===== config.mk =====
export PLATFORM = sky130hd
export DESIGN_NAME = writeback_arbiter_flat
export DESIGN_NICKNAME = d
export VERILOG_FILES = /design/src/rtl/writeback_arbiter_if.sv /design/src/rtl/writeback_arbiter.sv /design/src/flat_wrapper.sv
export SDC_FILE = /design/constraint.sdc
export NUM_CORES = 1
export LEC_CHECK = 0
export BUFFER_PORTS_ARGS = -buffer_cell sky130_fd_sc_hd__clkbuf_2
export CAP_MARGIN = 25
export CORE_ASPECT_RATIO = 0.8
export CORE_MARGIN = 10
export CORE_UTILIZATION = 54
export CTS_CLUSTER_DIAMETER = 60
export DETAILED_ROUTE_END_ITERATION = 8
export PLACE_DENSITY_LB_ADDON = 0.25
export SLEW_MARGIN = 10
export SYNTH_ARGS = -nofsm -noshare
export SYNTH_HDL_FRONTEND = slang
export SYNTH_SLANG_ARGS = --single-unit

===== constraint.sdc =====
create_clock -name clk -period 3.48 [get_ports clk]
set_input_delay 0.522 -clock clk [delete_from_list [all_inputs] [get_ports clk]]
set_output_delay 0.522 -clock clk [all_outputs]
set_load 0.05 [all_outputs]

===== src/rtl/writeback_arbiter_if.sv =====
// writeback_arbiter_if: ALU result, load issue/response and register file write bundle
interface writeback_arbiter_if;
   logic        alu_valid, alu_ready;
   logic [4:0]  alu_rd;
   logic [31:0] alu_data;
   logic        ld_issue;
   logic [4:0]  ld_issue_rd;
   logic        ld_valid, ld_ready;
   logic [4:0]  ld_rd;
   logic [31:0] ld_data;
   logic        rf_we;
   logic [4:0]  rf_rd_addr;
   logic [31:0] rf_rd_data;
   logic [31:0] busy_mask;
   modport master(output alu_valid, alu_rd, alu_data, ld_issue, ld_issue_rd, ld_valid, ld_rd, ld_data,
                  input alu_ready, ld_ready, rf_we, rf_rd_addr, rf_rd_data, busy_mask);
   modport slave(input alu_valid, alu_rd, alu_data, ld_issue, ld_issue_rd, ld_valid, ld_rd, ld_data,
                 output alu_ready, ld_ready, rf_we, rf_rd_addr, rf_rd_data, busy_mask);
endinterface


===== src/rtl/writeback_arbiter.sv =====
// writeback_arbiter: shares one register file write port between ALU results and a 2-deep load FIFO
module writeback_arbiter #(
   parameter int STARVE_LIMIT = 4
) (
   input logic clk,
   input logic rst_n,
   writeback_arbiter_if.slave bus
);
   logic [1:0]  count, wpos;
   logic [36:0] e0, e1;
   logic [3:0]  starve;
   logic        alu_fire, push, pop, we_q;
   logic [4:0]  head_rd, addr_q;
   logic [31:0] data_q, busy_q, set_m, clr_m;
   assign bus.ld_ready   = count != 2'd2;
   assign bus.alu_ready  = starve != 4'(STARVE_LIMIT);
   assign bus.rf_we      = we_q;
   assign bus.rf_rd_addr = addr_q;
   assign bus.rf_rd_data = data_q;
   assign bus.busy_mask  = busy_q;
   always_comb begin
      alu_fire = bus.alu_valid && bus.alu_ready;
      push     = bus.ld_valid && bus.ld_ready;
      pop      = !alu_fire && count != 2'd0;
      wpos     = count - {1'b0, pop};
      head_rd  = e0[36:32];
      set_m    = (bus.ld_issue && bus.ld_issue_rd != 5'd0) ? 32'd1 << bus.ld_issue_rd : 32'd0;
      clr_m    = (pop && head_rd != 5'd0) ? 32'd1 << head_rd : 32'd0;
   end
   always_ff @(posedge clk) begin
      if (!rst_n) begin
         count  <= '0;
         e0     <= '0;
         e1     <= '0;
         starve <= '0;
         we_q   <= 1'b0;
         addr_q <= '0;
         data_q <= '0;
         busy_q <= '0;
      end else begin
         count <= count + {1'b0, push} - {1'b0, pop};
         if (pop) e0 <= e1;
         // a push landing on slot 0 overrides the shift when the FIFO drains and refills together
         if (push && wpos == 2'd0) e0 <= {bus.ld_rd, bus.ld_data};
         if (push && wpos != 2'd0) e1 <= {bus.ld_rd, bus.ld_data};
         starve <= (pop || count == 2'd0) ? 4'd0 : starve + 4'd1;
         we_q   <= alu_fire ? bus.alu_rd != 5'd0 : pop && head_rd != 5'd0;
         if (alu_fire && bus.alu_rd != 5'd0) begin
            addr_q <= bus.alu_rd;
            data_q <= bus.alu_data;
         end else if (pop && head_rd != 5'd0) begin
            addr_q <= head_rd;
            data_q <= e0[31:0];
         end
         busy_q <= (busy_q & ~clr_m) | set_m;
      end
   end
endmodule


===== src/flat_wrapper.sv =====
// flat-port wrapper written by rule: the top's interface ports become plain ports
module writeback_arbiter_flat 
#(
   parameter int STARVE_LIMIT = 4
)
  (clk, rst_n, bus_alu_valid, bus_alu_rd, bus_alu_data, bus_ld_issue, bus_ld_issue_rd, bus_ld_valid, bus_ld_rd, bus_ld_data, bus_alu_ready, bus_ld_ready, bus_rf_we, bus_rf_rd_addr, bus_rf_rd_data, bus_busy_mask);
  writeback_arbiter_if bus_i ();
  input logic clk;
  input logic rst_n;
  input wire logic [$bits(bus_i.alu_valid)-1:0] bus_alu_valid;
  input wire logic [$bits(bus_i.alu_rd)-1:0] bus_alu_rd;
  input wire logic [$bits(bus_i.alu_data)-1:0] bus_alu_data;
  input wire logic [$bits(bus_i.ld_issue)-1:0] bus_ld_issue;
  input wire logic [$bits(bus_i.ld_issue_rd)-1:0] bus_ld_issue_rd;
  input wire logic [$bits(bus_i.ld_valid)-1:0] bus_ld_valid;
  input wire logic [$bits(bus_i.ld_rd)-1:0] bus_ld_rd;
  input wire logic [$bits(bus_i.ld_data)-1:0] bus_ld_data;
  output wire logic [$bits(bus_i.alu_ready)-1:0] bus_alu_ready;
  output wire logic [$bits(bus_i.ld_ready)-1:0] bus_ld_ready;
  output wire logic [$bits(bus_i.rf_we)-1:0] bus_rf_we;
  output wire logic [$bits(bus_i.rf_rd_addr)-1:0] bus_rf_rd_addr;
  output wire logic [$bits(bus_i.rf_rd_data)-1:0] bus_rf_rd_data;
  output wire logic [$bits(bus_i.busy_mask)-1:0] bus_busy_mask;
  assign bus_i.alu_valid = bus_alu_valid;
  assign bus_i.alu_rd = bus_alu_rd;
  assign bus_i.alu_data = bus_alu_data;
  assign bus_i.ld_issue = bus_ld_issue;
  assign bus_i.ld_issue_rd = bus_ld_issue_rd;
  assign bus_i.ld_valid = bus_ld_valid;
  assign bus_i.ld_rd = bus_ld_rd;
  assign bus_i.ld_data = bus_ld_data;
  assign bus_alu_ready = bus_i.alu_ready;
  assign bus_ld_ready = bus_i.ld_ready;
  assign bus_rf_we = bus_i.rf_we;
  assign bus_rf_rd_addr = bus_i.rf_rd_addr;
  assign bus_rf_rd_data = bus_i.rf_rd_data;
  assign bus_busy_mask = bus_i.busy_mask;
  writeback_arbiter #(.STARVE_LIMIT(STARVE_LIMIT)) u_core (.clk(clk), .rst_n(rst_n), .bus(bus_i));
endmodule

# After elaboration in Yosys (flattened, before gate mapping)
# Index checks and enable logic that the tools add are counted.
# word_totals
out_inout_bits,72
wordCells,49
reg_bits,150
# classes
bitwise,4
n_addsub,4
n_reduce_logical,20
n_mux,9
n_shift,2
n_eq_ne,2
# ops
cell,n
32-bit 2-to-1 mux,4
37-bit 2-to-1 mux,2
1-bit by 5-bit << shifter with 32-bit output (first input constant),2
32-bit bitwise AND,1
32-bit NOT,1
32-bit OR,1
5-bit nonzero test,3
5-bit 2-to-1 mux,2
1-bit logical AND,8
2-bit nonzero test,4
4-bit by 1-bit adder with 4-bit output (second input constant),1
2-bit logical NOT,2
4-bit by 3-bit inequality test with 1-bit output (second input constant),1
2-bit by 1-bit subtractor with 2-bit output,2
2-bit by 1-bit adder with 2-bit output,1
2-bit inequality test (second input constant),1
2-bit OR reduction,1
1-bit logical NOT,1
1-bit logical OR,1
1-bit 2-to-1 mux,1
1-bit NOT,1

# Depth between registers and ports, before layout
# Gate-level depths: netlist (run 1).
# depth
ltp_word,9
ltp_mapped,14
ltp_nobuf,11

# Least setup slack after synthesis (run 1)
# No wires, ideal clock.
# synth_path
path_type,reg2reg
start,register u_core.starve[0]
end,register u_core.e1[10]
setup_time_ns,0.076
path_slack_ns,0.869
path_buffers,4
path_stages_with_launch,15
t_arrival_ns,2.535
synth_period_minus_slack_ns,2.611
cell_sequence,dfxtp_1 > inv_1 > ha_1 > and3b_1 > o21ai_4 > inv_1 > buf_2 > buf_2 > ha_1 > nand2b_1 > and3_1 > buf_2 > buf_1 > nand2_1 > a21boi_0
# synth_via
elab_chain_cells,7
# synth_lines
element,line,source
start: declaration,writeback_arbiter.sv:11,logic [3:0] starve;
start signal: assignment,writeback_arbiter.sv:46,starve <= (pop || count == 2'd0) ? 4'd0 : starve + 4'd1;
4-bit by 3-bit inequality test with 1-bit output,writeback_arbiter.sv:16,assign bus.alu_ready = starve != 4'(STARVE_LIMIT);
1-bit logical AND,writeback_arbiter.sv:22,alu_fire = bus.alu_valid && bus.alu_ready;
1-bit logical NOT,writeback_arbiter.sv:24,pop = !alu_fire && count != 2'd0;
1-bit logical AND,writeback_arbiter.sv:24,
2-bit by 1-bit subtractor with 2-bit output,writeback_arbiter.sv:25,"wpos = count - {1'b0, pop};"
2-bit nonzero test,writeback_arbiter.sv:45,"if (push && wpos != 2'd0) e1 <= {bus.ld_rd, bus.ld_data};"
1-bit logical AND,writeback_arbiter.sv:45,
end signal: assignment,writeback_arbiter.sv:45,
end: declaration,writeback_arbiter.sv:10,"logic [36:0] e0, e1;"
# No other way between the ends.
# A chain may end at the register's enable or synchronous reset.

# Worst setup path after layout (run 1)
# layout_path
start,register u_core.starve[0]
end,register u_core.e1[17]
# Same word-level chain as after synthesis.

==> qor.yml, run 1 <==
vias: 6338
stdcell_area_um2: 7866
syn_nets: 872
met1_usage_pct: 28.65
tns_ns: 0
die_x_um: 142.5
hold_viol_final: 0
ys_types: 46
cts_root_buffer: "clkbuf_16"
final_common_cell: "nand2_1"
fin_nets: 988
cts_resized: 0
fin_cells: 1061
grt_setup_unrepaired: "no"
syn_inst: 784
cp-endpoint: "u_core.e1[17]$_SDFFE_PN0P_"
antenna_found_initial: 0
clock-sinks: 150
worstSetupPathType: "flip-flop to flip-flop"
dp_hpwl_um: 12730
cts_buffers: 17
worst_hold_path_type: "input port to flip-flop"
pwr_density_cell_nw_per_um2: 756.2
num-fill-cells: 953
async_reset_ff_share_pct: 0
grtUsageTotal_pct: 22.71
start_util_pct: 55.66
path_max_fanout: 37
synth_ff_type: "dfxtp_1"
place.gp.congestion: 0.8817
period_minus_slack_ns: 2.687
cp.required_ns: 3.77
clk_path_buf_depth: 2
syn_area_um2: 6484
ir_drop_mv: 0.4652
min_period_over_period_pct: 77.20
drt_pass1_iterations: 6
routedWlPerCell_um: 18.23
slew_headroom_pct: 38.78
io_pins: 156
crit_start: "u_core.starve[0]$_SDFF_PP0_"
first_global_vias: 6071
n_antenna_cell: 0
startpoint_type: "flip-flop"
setup_viol: 0
fmax_mhz: 372.2
fin_skew_ns: 0.007784
fin_total_pwr_uw: 5949
ys_seq_area_share_pct: 46.31
clk_latency_ns: 0.42
final_cell_mix: "180 x nand2_1, 154 x clkbuf_2, 150 x dfxtp_1, 97 x o21ai_0, 66 x a21boi_0"
gr-total-overflow: 0
antenna_left: 0
syn_to_final_growth_pct: 21.32
crit_arrival_ns: 2.98
cts.reportedPaths.clkPinSlew_ns: 0.06
worst_pin_slew_ns: 0.9183
use_met3_pct: 6.855
ys_ff_latch: 150
busiest_layer: "met2"
drive_gt1_share_pct: 23.11
cap_violations: 0
vias_per_cell: 5.974
post_cts_buffers: 0
met2_usage_pct: 36.69
worstSetupEndpointType: "flip-flop"
rows: 35
placedCellCount: 1028
cts_tree: "yes"
wirelength_um: 19340
cts-hold-fix-buffers: 0
power.leakage_uw: 0.003066
worstReg2RegStart: "u_core.starve[0]$_SDFF_PP0_"
rr_endpoint: "u_core.e1[17]$_SDFFE_PN0P_"
syn_area_per_cell_um2: 8.270
drcViolationCount: 0
slew_violations: 0
fp.dieH_um: 118.0
reg2reg_slack_ns: 0.79
grt_pass1_wl_um: 31260
grt_max_degree: 134
h-tree-depth: 4
post_dp_cell_area_um2: 7234
design.core.area_um2: 11650
reg2reg_depth: 10
synth_edf_count: 0
ys_warn_count: 0
drt_iter0_markers: 720
io_buffers: 155
dieArea_um2: 16820
outcome: "complete, no violations"
[cell usage after synthesis (3+ instances only)]
cell type	n	area (um2)
a21boi_0	66	495.5
a21boi_1	9	67.56
a21oi_1	28	140.1
a31oi_1	57	356.6
a32oi_1	12	105.1
and2_1	7	43.79
and3_1	5	31.28
and3b_1	3	26.28
buf_1	3	11.26
buf_2	21	105.1
buf_6	5	56.30
clkbuf_1	39	146.4
dfxtp_1	150	3003
ha_1	4	50.05
inv_1	9	33.78
nand2_1	180	675.7
nand2b_1	3	18.77
nand3_1	6	30.03
nand3b_1	4	30.03
nor2_1	12	45.04
nor3b_1	4	30.03
o211ai_1	13	97.59
o21ai_0	97	485.5
o31a_1	4	35.03
o31ai_1	7	52.55
o41ai_1	4	35.03
or3_1	4	25.02
xnor2_1	3	26.28
[critical path: stages (launching register included)]
cell and delay, ns:
dfxtp_1 0.38, inv_1 0.06, ha_1 0.19, and3b_1 0.22, o21ai_4 0.15, inv_2 0.05, ha_1 0.30, nand2b_1 0.11
nand3_2 0.65, nand2_1 0.29, a21boi_0 0.14
[stage by stage]
step	setup slack, ns	hold WS, ns	util, %
after floorplan	0.8690	0.4297	-
after global placement	0.9915	0.4415	61.87
after detailed placement	0.8665	0.4449	62.11
after CTS	0.7908	0.3334	67.29
after global routing	0.6057	0.3430	67.53
final	0.7935	0.3354	67.53
[worst min-delay path by stage]
stage                                                   from                            endpoint  slack, ns  cells after the start
after floorplan                  u_core.starve[0]$_SDFF_PP0_         u_core.starve[0]$_SDFF_PP0_       0.43                      1
after detailed placement  u_core.bus.busy_mask[0]$_SDFF_PN0_  u_core.bus.busy_mask[0]$_SDFF_PN0_       0.44                      1
after CTS                                    bus_ld_data[19]          u_core.e1[19]$_SDFFE_PN0P_       0.33                      3
after global routing                         bus_ld_data[29]          u_core.e1[29]$_SDFFE_PN0P_       0.34                      3
after global placement           u_core.starve[0]$_SDFF_PP0_         u_core.starve[0]$_SDFF_PP0_       0.44                      1
final                                        bus_ld_data[19]          u_core.e1[19]$_SDFFE_PN0P_       0.34                      3
[kinds of logic (layout without fill, tap and decap cells)]
group | count (synthesis) | count (layout) | share of synthesized area [%]
AO/OA/AOI/OAI | 309 | 309 | 30.59
XOR/XNOR | 4 | 4 | 0.5404
adder cells (fa/ha/maj) | 4 | 4 | 0.7719
buffers and inverters | 79 | 208 | 5.789
flip-flops | 150 | 150 | 46.31
AND/OR/NAND/NOR | 238 | 238 | 16.00
[state kept, by name, summed over array words and instances, names as in the netlist]
signal / flops
u_core.bus.busy_mask: 32
u_core.bus.rf_rd_addr: 5
u_core.bus.rf_rd_data: 32
u_core.bus.rf_we: 1
u_core.count: 2
u_core.e0: 37
u_core.e1: 37
u_core.starve: 4
[area by class of cell]
class	instances	area (um2)	share of cell area (%)
clock inverters	9	116.4	1.479
inverters	9	33.78	0.4295
well taps	148	185.2	2.354
multi-input cells	555	3119	39.65
repair buffers	167	920.9	11.71
clock buffers	23	488.0	6.203
flip-flops and latches	150	3003	38.17
[power breakdown]
group	leakage [uW]	switching, uW	internal, uW
logic	0.00155	1360	478
registers	0.00123	201	2070
clock network	0.000283	712	1140
total	0.00307	2270	3680
[per-layer routing]
layer / vias to the layer above / share of wire, %
li1: 3020 / -
met1: 3018 / 42
met2: 278 / 48
met3: 22 / 8.6
met4: 0 / 1.3
met5: - / 0
Note: power is estimated with default switching activity, not from simulation.
==> run 2: changes to the inputs <==
- ABC_AREA: default -> 1
- CORE_UTILIZATION: 54 -> 49
- clock period: 3.48 -> 2.3 ns (I/O delays scaled with it)
==> qor.yml, run 2 <==
top_regs: "u_core.e0 x37, u_core.e1 x37"
synth_top_cell_by_area: "dfxtp_1"
drt_pass1_iterations: 5
drive_gt1_share_pct: 20.26
cap_violations: 0
ir_drop_mv: 0.7986
async_reset_ff_share_pct: 0
tns_ns: 0
cts_tree: "yes"
vias_per_cell: 5.295
fin_skew_ns: 0.01143
slew_headroom_pct: 62.63
clk_path_buf_depth: 2
clk_latency_ns: 0.43
ys_types: 26
post_cts_buffers: 0
dp_hpwl_um: 13930
finalCoreUtilization_pct: 61.45
num-fill-cells: 1286
crit_arrival_ns: 2.48
syn_to_final_growth_pct: 21.97
final_common_cell: "nand2_1"
cp.required_ns: 2.65
cts_root_buffer: "clkbuf_16"
io_buffers: 155
synthTopCellsByArea: "dfxtp_1 44%, nand2_1 16%, nand3_1 9.6%"
stdcell_area_um2: 8386
io_pins: 156
rows: 38
pwr_density_cell_nw_per_um2: 1221
gr-total-overflow: 0
grt_setup_unrepaired: "no"
yosysMostFrequentCell: "nand2_1"
period_minus_slack_ns: 2.125
drt_iter0_markers: 628
hold_depth: 3
n_antenna_cell: 0
post_dp_cell_area_um2: 7689
slew_violations: 0
antenna_left: 0
cts.reportedPaths.clkPinSlew_ns: 0.06
place.gp.congestion: 0.8726
h-tree-depth: 4
outcome: "complete, no violations"
worst_hold_path_type: "input port to flip-flop"
antenna_found_initial: 0
path_max_fanout: 21
synth_edf_count: 0
grt_max_degree: 52
design.core.area_um2: 13650
ys_ff_latch: 150
drcViolationCount: 0
cts_buffers: 17
setup_viol: 0
syn_area_um2: 6875
syn_inst: 1015
place_ws_ns: -0.03208
wirelength_um: 21280
min_period_over_period_pct: 92.39
synth_commonest_cells: "290 x nand2_1, 158 x nor2_1, 150 x dfxtp_1"
fp.dieH_um: 126.0
synth_top_cell_area_share_pct: 43.68
reg2reg_depth: 15
ys_seq_area_share_pct: 43.68
hold_viol_final: 0
clock-sinks: 150
worst_slack_ns: 0.1751
syn_nets: 1103
syn_area_per_cell_um2: 6.774
ys_warn_count: 0
synth_ff_type: "dfxtp_1"
dieArea_um2: 19200
vias: 7069
start_util_pct: 50.39
startpoint_type: "flip-flop"
worst_pin_slew_ns: 0.5606
grtUsageTotal_pct: 21.56
die_x_um: 152.4
final_cell_mix: "288 x nand2_1, 157 x nor2_1, 155 x clkbuf_2, 150 x dfxtp_1, 131 x nand3_1"
fmax_mhz: 470.6
power.leakage_uw: 0.003875
grt_pass1_wl_um: 34800
fin_nets: 1230
routedWlPerCell_um: 15.94
worstSetupPathType: "flip-flop to flip-flop"
worstSetupEndpointType: "flip-flop"
first_global_vias: 6662
[run 2: cell count changes in the layout (fill, tap and decap cells not counted), sizes merged, moves of 53 or more]
cell / change
nand2: +114
a21oi: +53
a31oi: -57
nand3: +130
nor2: +147
a21boi: -74
[run 2: area by class of cell]
type                            instances  area [um2]  share of cell area, %
Tap cell                              180       225.2                  2.686
Clock inverter                         12       141.4                  1.686
Timing Repair Buffer                  180        1042                  12.43
Inverter                               34       133.9                  1.597
Multi-Input combinational cell        759        3383                  40.35
Clock buffer                           20       456.7                  5.446
Sequential cell                       150        3003                  35.81
[run 2: where the power goes]
part,internal [uW],switching [uW],leakage [uW]
registers,3220,413,0.00123
logic,1150,2630,0.00236
clock network,1670,1150,0.000288
total,6050,4190,0.00388
[run 2: cell families after synthesis]
family,share of synthesized area [%]
and+or+nand+nor,35.52
AOI/OAI and AO/OA,11.76
DFF,43.68
buffers and inverters,7.935
adders and majority gates,0.7280
xor gates and xnor gates,0.3822
[run 2: final timing paths]
| path | startpoint | to | slack, ns |
|---|---|---|---|
| setup / recovery | u_core.starve[1]$_SDFF_PP0_ | u_core.e0[18]$_SDFFE_PN0P_ | 0.18 |
| hold / removal | bus_ld_data[10] | u_core.e1[10]$_SDFFE_PN0P_ | 0.19 |
| setup reg to reg | u_core.starve[1]$_SDFF_PP0_ | u_core.e0[18]$_SDFFE_PN0P_ | 0.18 |
| hold reg to reg | u_core.bus.busy_mask[0]$_SDFF_PN0_ | u_core.bus.busy_mask[0]$_SDFF_PN0_ | 0.43 |
[run 2: metal layers]
layer	GRT usage (%)	wire length [um]
met5	0	0
met1	28.92	9928
met2	32.80	9379
met4	8.343	410
met3	5.306	1558
[run 2: timing repair]
item,4_1_cts,5_1_grt
pin swaps,0,1
hold buffers,0,0
setup endpoints to repair,22,38
gates resized for setup,3,14
gates cloned,0,1
[run 2: per-stage QoR]
step           total power [uW]  hold WS, ns  instances
2_1_floorplan              6408       0.4297       1015
3_3_place_gp               7207       0.4174       1302
3_5_place_dp               7242       0.4200       1302
4_1_cts                   10100       0.1734       1334
5_1_grt                   10890       0.1888       1335
6_report                  10240       0.1886       1335
[run 2: critical path: stages (launching register included)]
cell and delay [ns]:
dfxtp_1 0.35, inv_1 0.05, ha_1 0.22, nand3_4 0.08, nand2_2 0.07, nand2_2 0.10
inv_2 0.06, ha_4 0.29, nand3_4 0.11, buf_12 0.18, inv_4 0.10, clkbuf_16 0.17
nand2_1 0.05, nand2_1 0.06, nor2_1 0.04, nor2_1 0.12
